### src/rtl/lsu_pkg.sv
// Shared load/store unit definitions: funct3 codes, write-enable codes, FSM states.
// Pure declarations; no timing or backpressure of its own.
package lsu_pkg;

  localparam logic [2:0] F3_B  = 3'b000;
  localparam logic [2:0] F3_H  = 3'b001;
  localparam logic [2:0] F3_W  = 3'b010;
  localparam logic [2:0] F3_BU = 3'b100;
  localparam logic [2:0] F3_HU = 3'b101;

  localparam logic [3:0] WE_NONE = 4'b0000;
  localparam logic [3:0] WE_B    = 4'b0001;
  localparam logic [3:0] WE_H    = 4'b0011;
  localparam logic [3:0] WE_W    = 4'b1111;

  typedef enum logic [2:0] {
    S_IDLE,
    S_RD,
    S_WR,
    S_RMW_RD,
    S_RMW_WR,
    S_RESP
  } state_t;

  function automatic logic f3_illegal(input logic [2:0] f3);
    return (f3 == 3'b011) || (f3 == 3'b110) || (f3 == 3'b111);
  endfunction

  function automatic logic misaligned(input logic [2:0] f3, input logic [1:0] off);
    return ((f3 == F3_H || f3 == F3_HU) && off[0]) || ((f3 == F3_W) && (off != 2'b00));
  endfunction

  function automatic logic [3:0] we_code(input logic [1:0] size);
    case (size)
      2'b00:   return WE_B;
      2'b01:   return WE_H;
      default: return WE_W;
    endcase
  endfunction

endpackage

### src/rtl/lsu_align.sv
// Combinational lane logic: load lane extract with sign/zero extension, store-lane merge.
// Zero latency; no flow control.
module lsu_align
  import lsu_pkg::*;
#(
  parameter int W = 32
) (
  input  logic [2:0]   funct3,
  input  logic [1:0]   off,
  input  logic [W-1:0] rword,
  input  logic [W-1:0] wdata,
  output logic [W-1:0] ldata,
  output logic [W-1:0] mdata
);

  logic [7:0]  byte_v;
  logic [15:0] half_v;

  always_comb begin
    byte_v = rword[{off, 3'b000} +: 8];
    half_v = rword[{off[1], 4'b0000} +: 16];

    case (funct3)
      F3_B:    ldata = {{(W-8){byte_v[7]}}, byte_v};
      F3_H:    ldata = {{(W-16){half_v[15]}}, half_v};
      F3_W:    ldata = rword;
      F3_BU:   ldata = {{(W-8){1'b0}}, byte_v};
      F3_HU:   ldata = {{(W-16){1'b0}}, half_v};
      default: ldata = '0;
    endcase

    // Read-modify-write image: the old word with only the addressed lane replaced.
    mdata = rword;
    case (funct3[1:0])
      2'b00:   mdata[{off, 3'b000} +: 8]     = wdata[7:0];
      2'b01:   mdata[{off[1], 4'b0000} +: 16] = wdata[15:0];
      default: mdata = wdata;
    endcase
  end

endmodule

### src/rtl/load_store_unit.sv
// RV32I load/store unit in front of a word-addressed memory; RMW for offset byte/half stores.
// Latency 1 (error) / 2 (load, aligned store) / 3 (RMW); response held until resp_ready. Option: LSU_BOUNDS_CHECK_EN.
module load_store_unit
  import lsu_pkg::*;
#(
  parameter int XLEN   = 32,
  parameter int ADDR_W = 10
) (
  input  logic              clk,
  input  logic              rst,
  input  logic              req_valid,
  output logic              req_ready,
  input  logic              req_store,
  input  logic [2:0]        req_funct3,
  input  logic [XLEN-1:0]   req_addr,
  input  logic [XLEN-1:0]   req_wdata,
  output logic              resp_valid,
  input  logic              resp_ready,
  output logic [XLEN-1:0]   resp_rdata,
  output logic              resp_err,
  output logic [ADDR_W-1:0] dmem_addr,
  output logic [3:0]        we,
  output logic              re,
  output logic [31:0]       dmem_in,
  input  logic [31:0]       dmem_out
);

  localparam int BA_W = ADDR_W + 2;

  state_t            state, state_n;
  logic [2:0]        f3_q;
  logic [BA_W-1:0]   addr_q;
  logic [XLEN-1:0]   wdata_q;
  logic              err_q;
  logic              pend_q;
  logic [XLEN-1:0]   rdata_q;
  logic              req_oob;
  logic              req_err;
  logic              accept;
  logic [XLEN-1:0]   ldata;
  logic [XLEN-1:0]   mdata;

`ifdef LSU_BOUNDS_CHECK_EN
  assign req_oob = |req_addr[XLEN-1:BA_W];
`else
  logic unused_addr_hi;
  assign unused_addr_hi = |req_addr[XLEN-1:BA_W];
  assign req_oob        = 1'b0;
`endif

  assign req_err   = f3_illegal(req_funct3) || misaligned(req_funct3, req_addr[1:0]) || req_oob;
  assign req_ready = (state == S_IDLE);
  assign accept    = req_valid && req_ready;

  lsu_align #(.W(XLEN)) u_align (
    .funct3 (f3_q),
    .off    (addr_q[1:0]),
    .rword  (dmem_out),
    .wdata  (wdata_q),
    .ldata  (ldata),
    .mdata  (mdata)
  );

  always_ff @(posedge clk) begin
    if (rst) state <= S_IDLE;
    else     state <= state_n;
  end

  always_comb begin
    state_n = state;
    re      = 1'b0;
    we      = WE_NONE;
    dmem_in = '0;
    case (state)
      S_IDLE: begin
        if (req_valid) begin
          if (req_err)                    state_n = S_RESP;
          else if (!req_store)            state_n = S_RD;
          else if (req_addr[1:0] == 2'b0) state_n = S_WR;
          else                            state_n = S_RMW_RD;
        end
      end
      S_RD: begin
        re      = 1'b1;
        state_n = S_RESP;
      end
      S_WR: begin
        we      = we_code(f3_q[1:0]);
        dmem_in = wdata_q;
        state_n = S_RESP;
      end
      S_RMW_RD: begin
        re      = 1'b1;
        state_n = S_RMW_WR;
      end
      S_RMW_WR: begin
        we      = WE_W;
        dmem_in = mdata;
        state_n = S_RESP;
      end
      S_RESP: begin
        if (resp_ready) state_n = S_IDLE;
      end
      default: state_n = S_IDLE;
    endcase
  end

  // Read data is live on dmem_out only in the first RESP cycle; capture it there so
  // the response stays stable however long the core stalls.
  always_ff @(posedge clk) begin
    if (rst) begin
      f3_q    <= '0;
      addr_q  <= '0;
      wdata_q <= '0;
      err_q   <= 1'b0;
      pend_q  <= 1'b0;
      rdata_q <= '0;
    end else begin
      pend_q <= (state == S_RD);
      if (accept) begin
        f3_q    <= req_funct3;
        addr_q  <= req_addr[BA_W-1:0];
        wdata_q <= req_wdata;
        err_q   <= req_err;
        rdata_q <= '0;
      end
      if (pend_q) rdata_q <= ldata;
    end
  end

  assign dmem_addr  = addr_q[BA_W-1:2];
  assign resp_valid = (state == S_RESP);
  assign resp_err   = resp_valid && err_q;
  assign resp_rdata = !resp_valid ? '0 : (pend_q ? ldata : rdata_q);

endmodule

### config.mk
export PLATFORM = sky130hd
export DESIGN_NAME = load_store_unit
export DESIGN_NICKNAME = d
export VERILOG_FILES = /design/src/rtl/lsu_pkg.sv /design/src/rtl/lsu_align.sv /design/src/rtl/load_store_unit.sv
export SDC_FILE = /design/constraint.sdc
export NUM_CORES = 1
export LEC_CHECK = 0
export ABC_AREA = 1
export CAP_MARGIN = 10
export CORE_UTILIZATION = 51
export CTS_CLUSTER_SIZE = 16
export DETAILED_ROUTE_END_ITERATION = 7
export HOLD_SLACK_MARGIN = 0.02
export PLACE_DENSITY = 0.93
export SLEW_MARGIN = 20
export SYNTH_ARGS = -nofsm -noshare
export SYNTH_HDL_FRONTEND = slang
export SYNTH_SLANG_ARGS = --single-unit
### constraint.sdc
create_clock -name clk -period 7.3 [get_ports clk]
set_input_delay 1.825 -clock clk [delete_from_list [all_inputs] [get_ports clk]]
set_output_delay 1.825 -clock clk [all_outputs]
set_load 0.02 [all_outputs]
# [Word-level counts from Yosys, hierarchy flattened]
# Index checks and enable logic that the tools add are counted.
[totals] output_inout_bits=82 word_cells=69 register_bits=84 inputBits=104
[classes] mux=18 eq_ne=18 add_sub_neg=2 n_reduce_logical=18 shift=6
[op_table] cell="$pmux W32 S5" count=1
[op_table] cell="$mux W32" count=4
[op_table] cell="$pmux W32 S2" count=2
[op_table] cell="$bwmux W32" count=2
[op_table] cell="$shift A16 B7 Y32 const A" count=1
[op_table] cell="$shift A8 B7 Y32 const A" count=1
[op_table] cell="$shiftx A16 B7 Y32" count=1
[op_table] cell="$shiftx A32 B6 Y16" count=1
[op_table] cell="$shiftx A32 B6 Y8" count=1
[op_table] cell="$shiftx A8 B7 Y32" count=1
[op_table] cell="$eq A3 B3 Y1 const B" count=7
[op_table] cell="$pmux W4 S2" count=2
[op_table] cell="$eq A3 B2 Y1 const B" count=5
[op_table] cell="$neg A5 Y7" count=2
[op_table] cell="$pmux W3 S4" count=1
[op_table] cell="$eq A3 B1 Y1 const B" count=3
[op_table] cell="$mux W3" count=3
[op_table] cell="$logic_not A3 Y1" count=2
[op_table] cell="$logic_or A1 B1 Y1" count=5
[op_table] cell="$logic_and A1 B1 Y1" count=4
[op_table] cell="$logic_not A2 Y1" count=2
[op_table] cell="$reduce_bool A2 Y1" count=2
[op_table] cell="$reduce_or A3 Y1" count=1
[op_table] cell="$eq A2 B1 Y1 const B" count=1
[op_table] cell="other kinds (6)" count=7

# [Longest topological paths before layout]
# Gate-level depths: netlist of the first run.
[logic_depth] word_depth=8 mapped_depth=11

# [Modules after synthesis]
# From an unflattened synthesis of the first run, not the netlist that was laid out.
[unflattened] hier_cells=938 area_unflattened_um2=5915.7
[modules_own_cells] mod="load_store_unit" area_each_um2=4061.4 instances=1 cells_each=548
[modules_own_cells] mod="lsu_align" area_each_um2=1854.3 instances=1 cells_each=390

# [Worst setup path after synthesis of the first run]
# Ideal clock, no wire load.
[synth_path] path_kind="input to output" from="input dmem_out[31]" to="output resp_rdata[16]" setup_slack_ns=2.601 path_buffers=1 arrival_time_ns=2.874 required_time_ns=5.475 cell_stages=9 path_cell_list="nand2_1 -> nand2_1 -> nand2_1 -> nand2_1 -> nand2_2 -> buf_2 -> nand3_1 -> nand2_1 -> a21oi_1"
[synth_between] elab_chain_cells=4
[synth_rtl] item="from (decl)" line="load_store_unit.sv:25" rtl="input logic [31:0] dmem_out"
[synth_rtl] item="$shiftx A32 B6 Y16 or $shiftx A32 B6 Y8 (tied branches)" line="lsu_align.sv:21, lsu_align.sv:20"
[synth_rtl] item="$pmux W32 S5 *" line="lsu_align.sv:23" rtl="case (funct3)"
[synth_rtl] item="$mux W32 * (2 in a row)" line="load_store_unit.sv:134" rtl="assign resp_rdata = !resp_valid ? '0 : (pend_q ? ldata : rdata_q);"
[synth_rtl] item="to (decl)" line="load_store_unit.sv:19" rtl="output logic [XLEN-1:0] resp_rdata,"
# Mark *: on every way between the ends. The rest lies on a longest branch, timed or not.

# [Worst setup path after layout of the first run]
[layout_path] from="input dmem_out[31]" to="output resp_rdata[13]"
[layout_between] elab_chain_cells=4
[layout_rtl] item="$shiftx A32 B6 Y8" line="lsu_align.sv:20" rtl="byte_v = rword[{off, 3'b000} +: 8];"
[layout_rtl] item="$pmux W32 S5" line="lsu_align.sv:23"
[layout_rtl] item="$mux W32 (2 in a row)" line="load_store_unit.sv:134"
# No other way between the ends.

==> results.toml, run 1 <==
[status]
status = "finished with violations"
violations = "design-rule violations"

[global_routing]
grt_pass1_wl_um = 29600
grt_overflow = 0
antenna_found_initial = 0
grt_pass1_vias = 5965
grt_max_degree = 85
grt_util_all_layers_pct = 32.3

[hold_path]
hold_class = "register to register"
holdPathStages = 2
worstHoldStart = "rdata_q[31]"
hold_path_end = "rdata_q[31]"

[floorplanning]
die_w_um = 107
initial_core_util_pct = 52.2
die_y_um = 107
io_pins = 186
rows = 38
dieArea_um2 = 11500
core-area_um2 = 10800

[timing]
worst_slew_pin_slew_ps = 982
period_minus_slack_ps = 6040
post-route-period-util_pct = 82.8
hold_viol = 0
fmax_ghz = 0.165
maxSlewViolCount = 0
setup_viol = 0
slew_headroom_pct = 34.4
rsz0062_at_grt = "false"
setup_tns_ps = 0
skew_ps = 13.2

[clock_network]
clk_pin_slew_ps = 80
cts_setup_buffers = 0
h-tree-depth = 3
numClockSinks = 84
cts_hold_buf = 0
ctsResizeCount = 0
cts-root-buf = "clkbuf_8"
clk_latency_ps = 370
clk_path_buf_depth = 2
cts_buffers = 9
cts_tree = "built"

[finish]
mostFrequentLayoutCells = "331 x nand2_1, 164 x clkdlybuf4s50_1, 98 x a21oi_1, 94 x nand3_1, 84 x dfxtp_1"
fin_nets = 1141
final_common_cell = "nand2_1"
layoutNonFillerInstCount = 1177
fin_util_pct = 68.3
drive_above_1_share_pct = 4.05
n_antenna_cell = 0
areaGrowthSynthToFinish_pct = 31.0

[setup_path]
r2r-start = "f3_q[1]"
crit_arrival_ps = 4220
r2r-end = "rdata_q[14]"
endpoint_kind = "primary output"
cp.required_ps = 5480
cp_max_fo = 25
reg2reg_depth = 7
rrSetupSlack_ps = 4830
worstSetupPathType = "input port to primary output"
critPathLaunchType = "input port"

[logic_synthesis]
avgSynthCellArea_um2 = 6.08
synth_area_um2 = 5630
seq_area_frac_synth_pct = 29.9
synth_cell_type_count = 34
synth_seq_cells = 84
synth_warnings = 0
syn-num-nets = 1035
synthCells = 926

[power]
power.total_uw = 1860
power.leakage_uw = 0.00274
peakVddDrop_mv = 0.144
p_per_area_nw_per_um2 = 252

[place]
dp.cells = 1161
numPortBuffers = 165
place_hpwl_um = 12900
gp_congestion = 0.933

[route]
drt_pass1_iterations = 8
vias = 6820
drt_iter0_drc = 909
wire_per_inst_um = 15.7
routed_wl_um = 18500
vias_per_cell = 5.79
detail-route-antenna-nets = 0
drc_errors = 6

[job]
max-cap-violations = 0
[sequential cells by signal, indices dropped and copies added, names as in the netlist]
name / cells
wdata_q: 32
addr_q: 12
err_q: 1
state: 3
pend_q: 1
rdata_q: 32
f3_q: 3
[layout make-up]
type	instances	area (um^2)
Fill cell	942	3420
Multi-Input combinational cell	718	3400
Timing Repair Buffer	172	1700
Sequential cell	84	1680
Inverter	47	178
Tap cell	140	175
Clock buffer	10	128
Clock inverter	6	113
[critical path, cell delays in order]
cell and delay [ps]:
clkdlybuf4s50_1 560, nand2_1 90, nand2_1 180, nand2_1 70
nand2_1 100, nand2_2 280, nand3_1 170, nand2_1 90
a21oi_1 210, clkdlybuf4s50_1 640
[synthesized netlist by cell type]
cell type / number / share of area [%]
a21oi_1: 98 / 8.7
inv_2: 8 / 0.53
a21oi_2: 1 / 0.16
nor3_1: 1 / 0.089
o22ai_1: 3 / 0.33
nand2_1: 331 / 22
nor2_1: 55 / 3.7
nor3_2: 1 / 0.18
inv_1: 37 / 2.5
nor2_4: 2 / 0.40
buf_4: 13 / 1.7
ha_1: 5 / 1.1
a31oi_1: 1 / 0.11
dfxtp_1: 84 / 30
a21o_1: 1 / 0.13
o2111ai_1: 8 / 1.2
a211oi_1: 19 / 2.5
o21ai_2: 1 / 0.16
buf_2: 20 / 1.8
clkinv_1: 1 / 0.067
nand4_1: 3 / 0.33
nor4_1: 2 / 0.22
o21ai_0: 35 / 3.1
buf_6: 1 / 0.20
a22oi_1: 15 / 2.0
nor2_2: 1 / 0.11
nand3_1: 94 / 8.4
nand3_4: 1 / 0.31
nand2_2: 3 / 0.33
clkinv_2: 1 / 0.089
clkbuf_1: 39 / 2.6
buf_1: 4 / 0.27
o211ai_1: 33 / 4.4
o21ai_1: 4 / 0.36
[how the worst max path moves through the flow]
| stage | startpoint | endpoint | slack, ps | cells after the start |
|---|---|---|---|---|
| CTS | dmem_out[31] | resp_rdata[29] | 1310 | 10 |
| global placement | dmem_out[31] | resp_rdata[20] | 1360 | 10 |
| detailed placement | dmem_out[31] | resp_rdata[20] | 1340 | 10 |
| finish | dmem_out[31] | resp_rdata[13] | 1260 | 10 |
| global route | dmem_out[31] | resp_rdata[13] | 1100 | 10 |
| floorplan | dmem_out[31] | resp_rdata[16] | 2600 | 9 |
[logic make-up (layout without fill, tap and decap cells)]
group	Yosys count	in the layout	share of synthesized area, %
compound gates	219	219	23.2
flops	84	84	29.9
simple gates	494	494	36.1
fa+ha+maj	5	5	1.11
buf+inv	124	235	9.73
[per-layer routing]
metal	share of wire, %	track usage (%)	vias up
met3	11	6.69	56
met4	3.4	13.1	0
met5	0	0	-
li1	-	-	3310
met1	41	43.4	3037
met2	45	50.3	417
[through the flow]
step	cell area (um^2)	hold WS, ps	setup WS, ps
2_1_floorplan	5630	436	2600
3_3_place_gp	7140	447	1360
3_5_place_dp	7140	455	1340
4_1_cts	7380	467	1310
5_1_grt	7380	483	1100
6_report	7380	466	1260
[where the power goes]
part	internal, uW	switching (uW)
logic	313	555
clock network	228	183
registers	518	61.3
total	1060	799
(Power assumes the default switching activity.)
==> inputs of run 2 (changes only) <==
--- a/config.mk
+++ b/config.mk
@@ -7,11 +7,11 @@
 export LEC_CHECK = 0
 export ABC_AREA = 1
 export CAP_MARGIN = 10
-export CORE_UTILIZATION = 51
+export CORE_UTILIZATION = 42
 export CTS_CLUSTER_SIZE = 16
 export DETAILED_ROUTE_END_ITERATION = 7
 export HOLD_SLACK_MARGIN = 0.02
-export PLACE_DENSITY = 0.93
+export PLACE_DENSITY = 0.82
 export SLEW_MARGIN = 20
 export SYNTH_ARGS = -nofsm -noshare
 export SYNTH_HDL_FRONTEND = slang
==> constraint.sdc (replaced) <==
create_clock -name clk -period 5.47 [get_ports clk]
set_input_delay 1.3675 -clock clk [delete_from_list [all_inputs] [get_ports clk]]
set_output_delay 1.3675 -clock clk [all_outputs]
set_load 0.02 [all_outputs]
==> run 2 against run 1 <==
  * The flow now finishes without violations
  * Die area rose by 21%
  * Clock-buffer cell count did not move
  * Via count fell by 0.98%
  * Global-route usage fell by 4.3 points
  * Combinational power rose by 35%
  * Worst setup slack got worse by 980 ps
  * Sequential share of layout area fell by 0.43 points
  * Power rose by 41%
  * Design area rose by 1.9%
==> results.toml, run 2 (synthesis results as in run 1) <==
[power]
p_int_uw = 1520
p_per_area_nw_per_um2 = 348
power.leakage_uw = 0.00279
peakVddDrop_mv = 0.243
clkPwrFrac_pct = 25.8
power_frac_comb_pct = 44.6
switching_share_pct = 41.7
p_sw_uw = 1090
seq_power_share_pct = 29.6

[finish]
areaGrowthSynthToFinish_pct = 33.5
drive_above_1_share_pct = 4.33
reg.largest.list = "rdata_q (32), wdata_q (32), addr_q (12)"
fin_util_pct = 58.6
fin_nets = 1143
fillCellCount = 1226
mostFrequentLayoutCells = "331 x nand2_1, 164 x clkdlybuf4s50_1, 98 x a21oi_1, 94 x nand3_1, 84 x dfxtp_1"
layoutNonFillerInstCount = 1211
n_antenna_cell = 0
final_common_cell = "nand2_1"

[setup_path]
cp_max_fo = 25
r2r-end = "rdata_q[8]"
cpPeakStageDelay_ps = 630
slowest_stage = "clkdlybuf4s50_1"
worstSetupPathType = "input port to primary output"
cp.required_ps = 4100
cp_top_family = "buffers and inverters"
reg2reg_depth = 7
endpoint_kind = "primary output"
crit_arrival_ps = 3830
cp_common_cell = "nand2_1"
crit_path_cell_trace = "clkdlybuf4s50_1, nand2_1, nand2_1, nand2_1, nand2_1, nand2_2, nand3_1, nand2_1, a21oi_1, clkdlybuf4s50_1"
worst-path-buf-inv = 2
critPathLaunchType = "input port"
r2r-start = "f3_q[1]"
rrSetupSlack_ps = 3000

[timing]
worst_slew_pin_slew_ps = 890
setup_viol = 0
fin_hold_ws_ps = 459
skew_ps = 6.71
post-route-period-util_pct = 95.0
fmax_ghz = 0.192
setup_tns_ps = 0
hold_viol = 0
period_minus_slack_ps = 5200
maxSlewViolCount = 0
fin_ws_ps = 274
rsz0062_at_grt = "false"
slew_headroom_pct = 40.6

[hold_path]
hold_path_end = "addr_q[9]"
worstHoldStart = "addr_q[9]"
hold_class = "register to register"
holdPathStages = 2

[route]
wire_per_inst_um = 15.9
drt_pass1_iterations = 6
detail-route-antenna-nets = 0
drt_iter0_drc = 705
routed_wl_um = 19300
drc_errors = 0
vias_per_cell = 5.58
vias = 6753

[status]
status = "completed"

[clock_network]
cts_tree = "built"
ctsResizeCount = 0
clk_latency_ps = 360
numClockSinks = 84
clk_pin_slew_ps = 60
h-tree-depth = 3
cts_buffers = 9
cts-root-buf = "clkbuf_16"
cts_setup_buffers = 0
clk_path_buf_depth = 2
cts_hold_buf = 0

[floorplanning]
initial_core_util_pct = 43.9
die_w_um = 118
die_y_um = 118
rows = 41
dieArea_um2 = 13900
core-area_um2 = 12800
io_pins = 186

[global_routing]
grt_overflow = 0
antenna_found_initial = 0
grt_util_all_layers_pct = 28.0
grt_max_degree = 55
grt_pass1_wl_um = 31400
grt_pass1_vias = 6157

[place]
numPortBuffers = 165
place_ws_ps = 328
gp_congestion = 0.978
dp.cells = 1195
place_hpwl_um = 13700

[job]
max-cap-violations = 0
## run 2: power groups by stage
| stage | combinational [uW] | sequential (uW) | clock [uW] |
|---|---|---|---|
| global placement | 1140 | 782 | 0 |
| finish | 1170 | 775 | 677 |
| detailed placement | 1150 | 784 | 0 |
| floorplan | 819 | 749 | 0 |
| CTS | 1160 | 771 | 678 |
| global route | 1290 | 784 | 704 |
## run 2: final cells by class
type	count	area (um^2)	share of cell area (%)
multi-input cells	718	3400	45.3
repair buffers	174	1710	22.8
flip-flops and latches	84	1680	22.4
clock buffers	10	239	3.18
well taps	172	215	2.86
inverters	47	178	2.36
clock inverters	6	87.6	1.17
## run 2: worst max path at each step
stage | startpoint | endpoint | slack (ps) | cells after the start
6_report | dmem_out[31] | resp_rdata[8] | 270 | 10
5_1_grt | dmem_out[31] | resp_rdata[13] | 110 | 10
4_1_cts | dmem_out[31] | resp_rdata[8] | 300 | 10
3_5_place_dp | dmem_out[31] | resp_rdata[8] | 330 | 10
3_3_place_gp | dmem_out[31] | resp_rdata[13] | 370 | 10
2_1_floorplan | dmem_out[31] | resp_rdata[16] | 1690 | 9
## run 2: layer usage
layer | GRT usage (%) | up-vias | share of wire (%)
met4 | 13.4 | 0 | 3.4
met2 | 42.2 | 347 | 44
met3 | 5.38 | 44 | 9.1
li1 | - | 3315 | -
met1 | 38.3 | 3047 | 43
met5 | 0 | - | 0
## run 2: tightest hold or removal path, delay by kind of cell (launching register included)
kind | cells | cell delay (ps)
flops | 1 | 310
simple gates | 1 | 60
compound gates | 1 | 50
## run 2: per-stage QoR
stage	cell area (um^2)	power [uW]
2_1_floorplan	5630	1570
3_3_place_gp	7190	1920
3_5_place_dp	7190	1930
4_1_cts	7520	2600
5_1_grt	7520	2780
6_report	7520	2620
==> inputs of run 3 (changes only) <==
--- a/config.mk
+++ b/config.mk
@@ -6,6 +6,7 @@
 export NUM_CORES = 1
 export LEC_CHECK = 0
 export ABC_AREA = 1
+export ABC_CLOCK_PERIOD_IN_PS = 5470
 export CAP_MARGIN = 10
 export CORE_UTILIZATION = 42
 export CTS_CLUSTER_SIZE = 16
==> results of run 3 <==
Final layout, timing and power as in run 2 (identical DEF).
==> patch (settings of run 3) <==
Set the parameter `ADDR_W` to 11 (it was 10).
--- a/src/rtl/load_store_unit.sv
+++ b/src/rtl/load_store_unit.sv
@@ -6,3 +6,3 @@
   parameter int XLEN   = 32,
-  parameter int ADDR_W = 10
+  parameter int ADDR_W = 11
 ) (
Ports: changed (resized dmem_addr); port bits go from 186 to 187. The function was not compared with the original's and may differ.
==> patch against run 3 <==
Worst hold slack improved by 0.0036 ns; sequential power increased by 0.9%; largest power group unchanged; sequential cell count increased by 1; global-route usage decreased by 0.81 points; setup slack improved by 0.32 ns; critical endpoint is now resp_rdata[31]; via count increased by 4.7%; design area increased by 5.2%; synthesized area increased by 6.1%; non-clock buffer count increased by 5; total power increased by 4.2%; wire length increased by 3.0%.
==> patch: results (changes against run 3) <==
\begin{tabular}{lr}
\hline
Metric & Value \\
\hline
\multicolumn{2}{l}{\textbf{Setup path}} \\
\quad R2R depth & 6 (was 7) \\
\quad Data arrival time of the critical path & 3.51 ns (was 3.83 ns) \\
\quad Crit path max fanout & 24 (was 25) \\
\quad Startpoint of the most critical register-to-register path & pend\_q\$\_SDFF\_PP0\_ (was f3\_q[1]\$\_SDFFE\_PP0P\_) \\
\quad Worst flop-to-flop path endpoint & rdata\_q[31]\$\_SDFFE\_PP0P\_ (was rdata\_q[8]\$\_SDFFE\_PP0P\_) \\
\multicolumn{2}{l}{\textbf{Cells and area}} \\
\quad Registers with the most flip-flops & rdata\_q: 32 flops, wdata\_q: 32 flops, addr\_q: 13 flops (was rdata\_q: 32 flops, wdata\_q: 32 flops, addr\_q: 12 flops) \\
\quad Share of cells above drive strength 1 & 0.0419 (was 0.0433) \\
\quad Net count of the finished layout & 1249 (was 1143) \\
\multicolumn{2}{l}{\textbf{Place}} \\
\quad Half-perimeter wire length of the detailed placement result & 14400 microns (was 13700 microns) \\
\quad RePlAce Congestion & 0.941 (was 0.978) \\
\multicolumn{2}{l}{\textbf{Yosys}} \\
\quad Commonest cells post-synth & nand2\_1, a21oi\_1, nor2\_1 (was nand2\_1, a21oi\_1, nand3\_1) \\
\quad Top cells by area in the synthesized netlist & dfxtp\_1, nand2\_1, a21oi\_1, nand3\_1, nor2\_1 (was dfxtp\_1, nand2\_1, a21oi\_1, nand3\_1, o211ai\_1) \\
\quad Unique cell type count in the Yosys netlist & 29 (was 34) \\
\quad Synth Net Count & 1136 (was 1035) \\
\multicolumn{2}{l}{\textbf{Global route}} \\
\quad Pin count of the biggest net entering global routing & 80 (was 55) \\
\quad Vias in the first global route & 6188 (was 6157) \\
\quad Total routing resource utilization after global routing & 0.272 (was 0.280) \\
\multicolumn{2}{l}{\textbf{Power}} \\
\quad Leak & 3.18 nW (was 2.79 nW) \\
\quad Maximum ir drop on the vdd rail & 0.205 mV (was 0.243 mV) \\
\multicolumn{2}{l}{\textbf{STA}} \\
\quad Worst-case clock skew & 0.00949 ns (was 0.00671 ns) \\
\quad Headroom to the max-slew limit & 0.280 (was 0.406) \\
\quad Period minus WS final & 4.88 ns (was 5.20 ns) \\
\multicolumn{2}{l}{\textbf{Status}} \\
\quad Result of the run & complete, no violations (unchanged) \\
\multicolumn{2}{l}{\textbf{Route}} \\
\quad Total Routed Length & 19800 microns (was 19300 microns) \\
\multicolumn{2}{l}{\textbf{Hold path}} \\
\quad Worst min-delay path startpoint & rdata\_q[9]\$\_SDFFE\_PP0P\_ (was addr\_q[9]\$\_SDFFE\_PP0P\_) \\
\hline
\end{tabular}
## patch: cell families after synthesis
family,synth area share
compound gates,0.220
fa+ha+maj,0.0105
buf+inv,0.116
flops,0.285
simple gates,0.368
## patch: routing by layer
metal | GRT usage | wire [microns] | vias to the layer above
li1 | - | - | 3539
met1 | 0.363 | 8640 | 3160
met2 | 0.415 | 8960 | 321
met3 | 0.0587 | 1500 | 53
met4 | 0.130 | 738 | 0
met5 | 0 | 0 | -
## patch: layout make-up
class                   count  area (sq um)
flip-flops and latches     85          1700
diodes                      1          2.50
inverters                  84           315
multi-input cells         781          3580
fillers                  1345          5970
clock buffers              10           239
well taps                 180           225
clock inverters             6          95.1
repair buffers            179          1760
## patch: power by group
group / internal, mW / total, mW / switching (mW) / leakage [nW]
combinational: 0.452 / 1.25 / 0.803 / 2.32
sequential: 0.705 / 0.782 / 0.0769 / 0.695
clock: 0.416 / 0.691 / 0.275 / 0.163
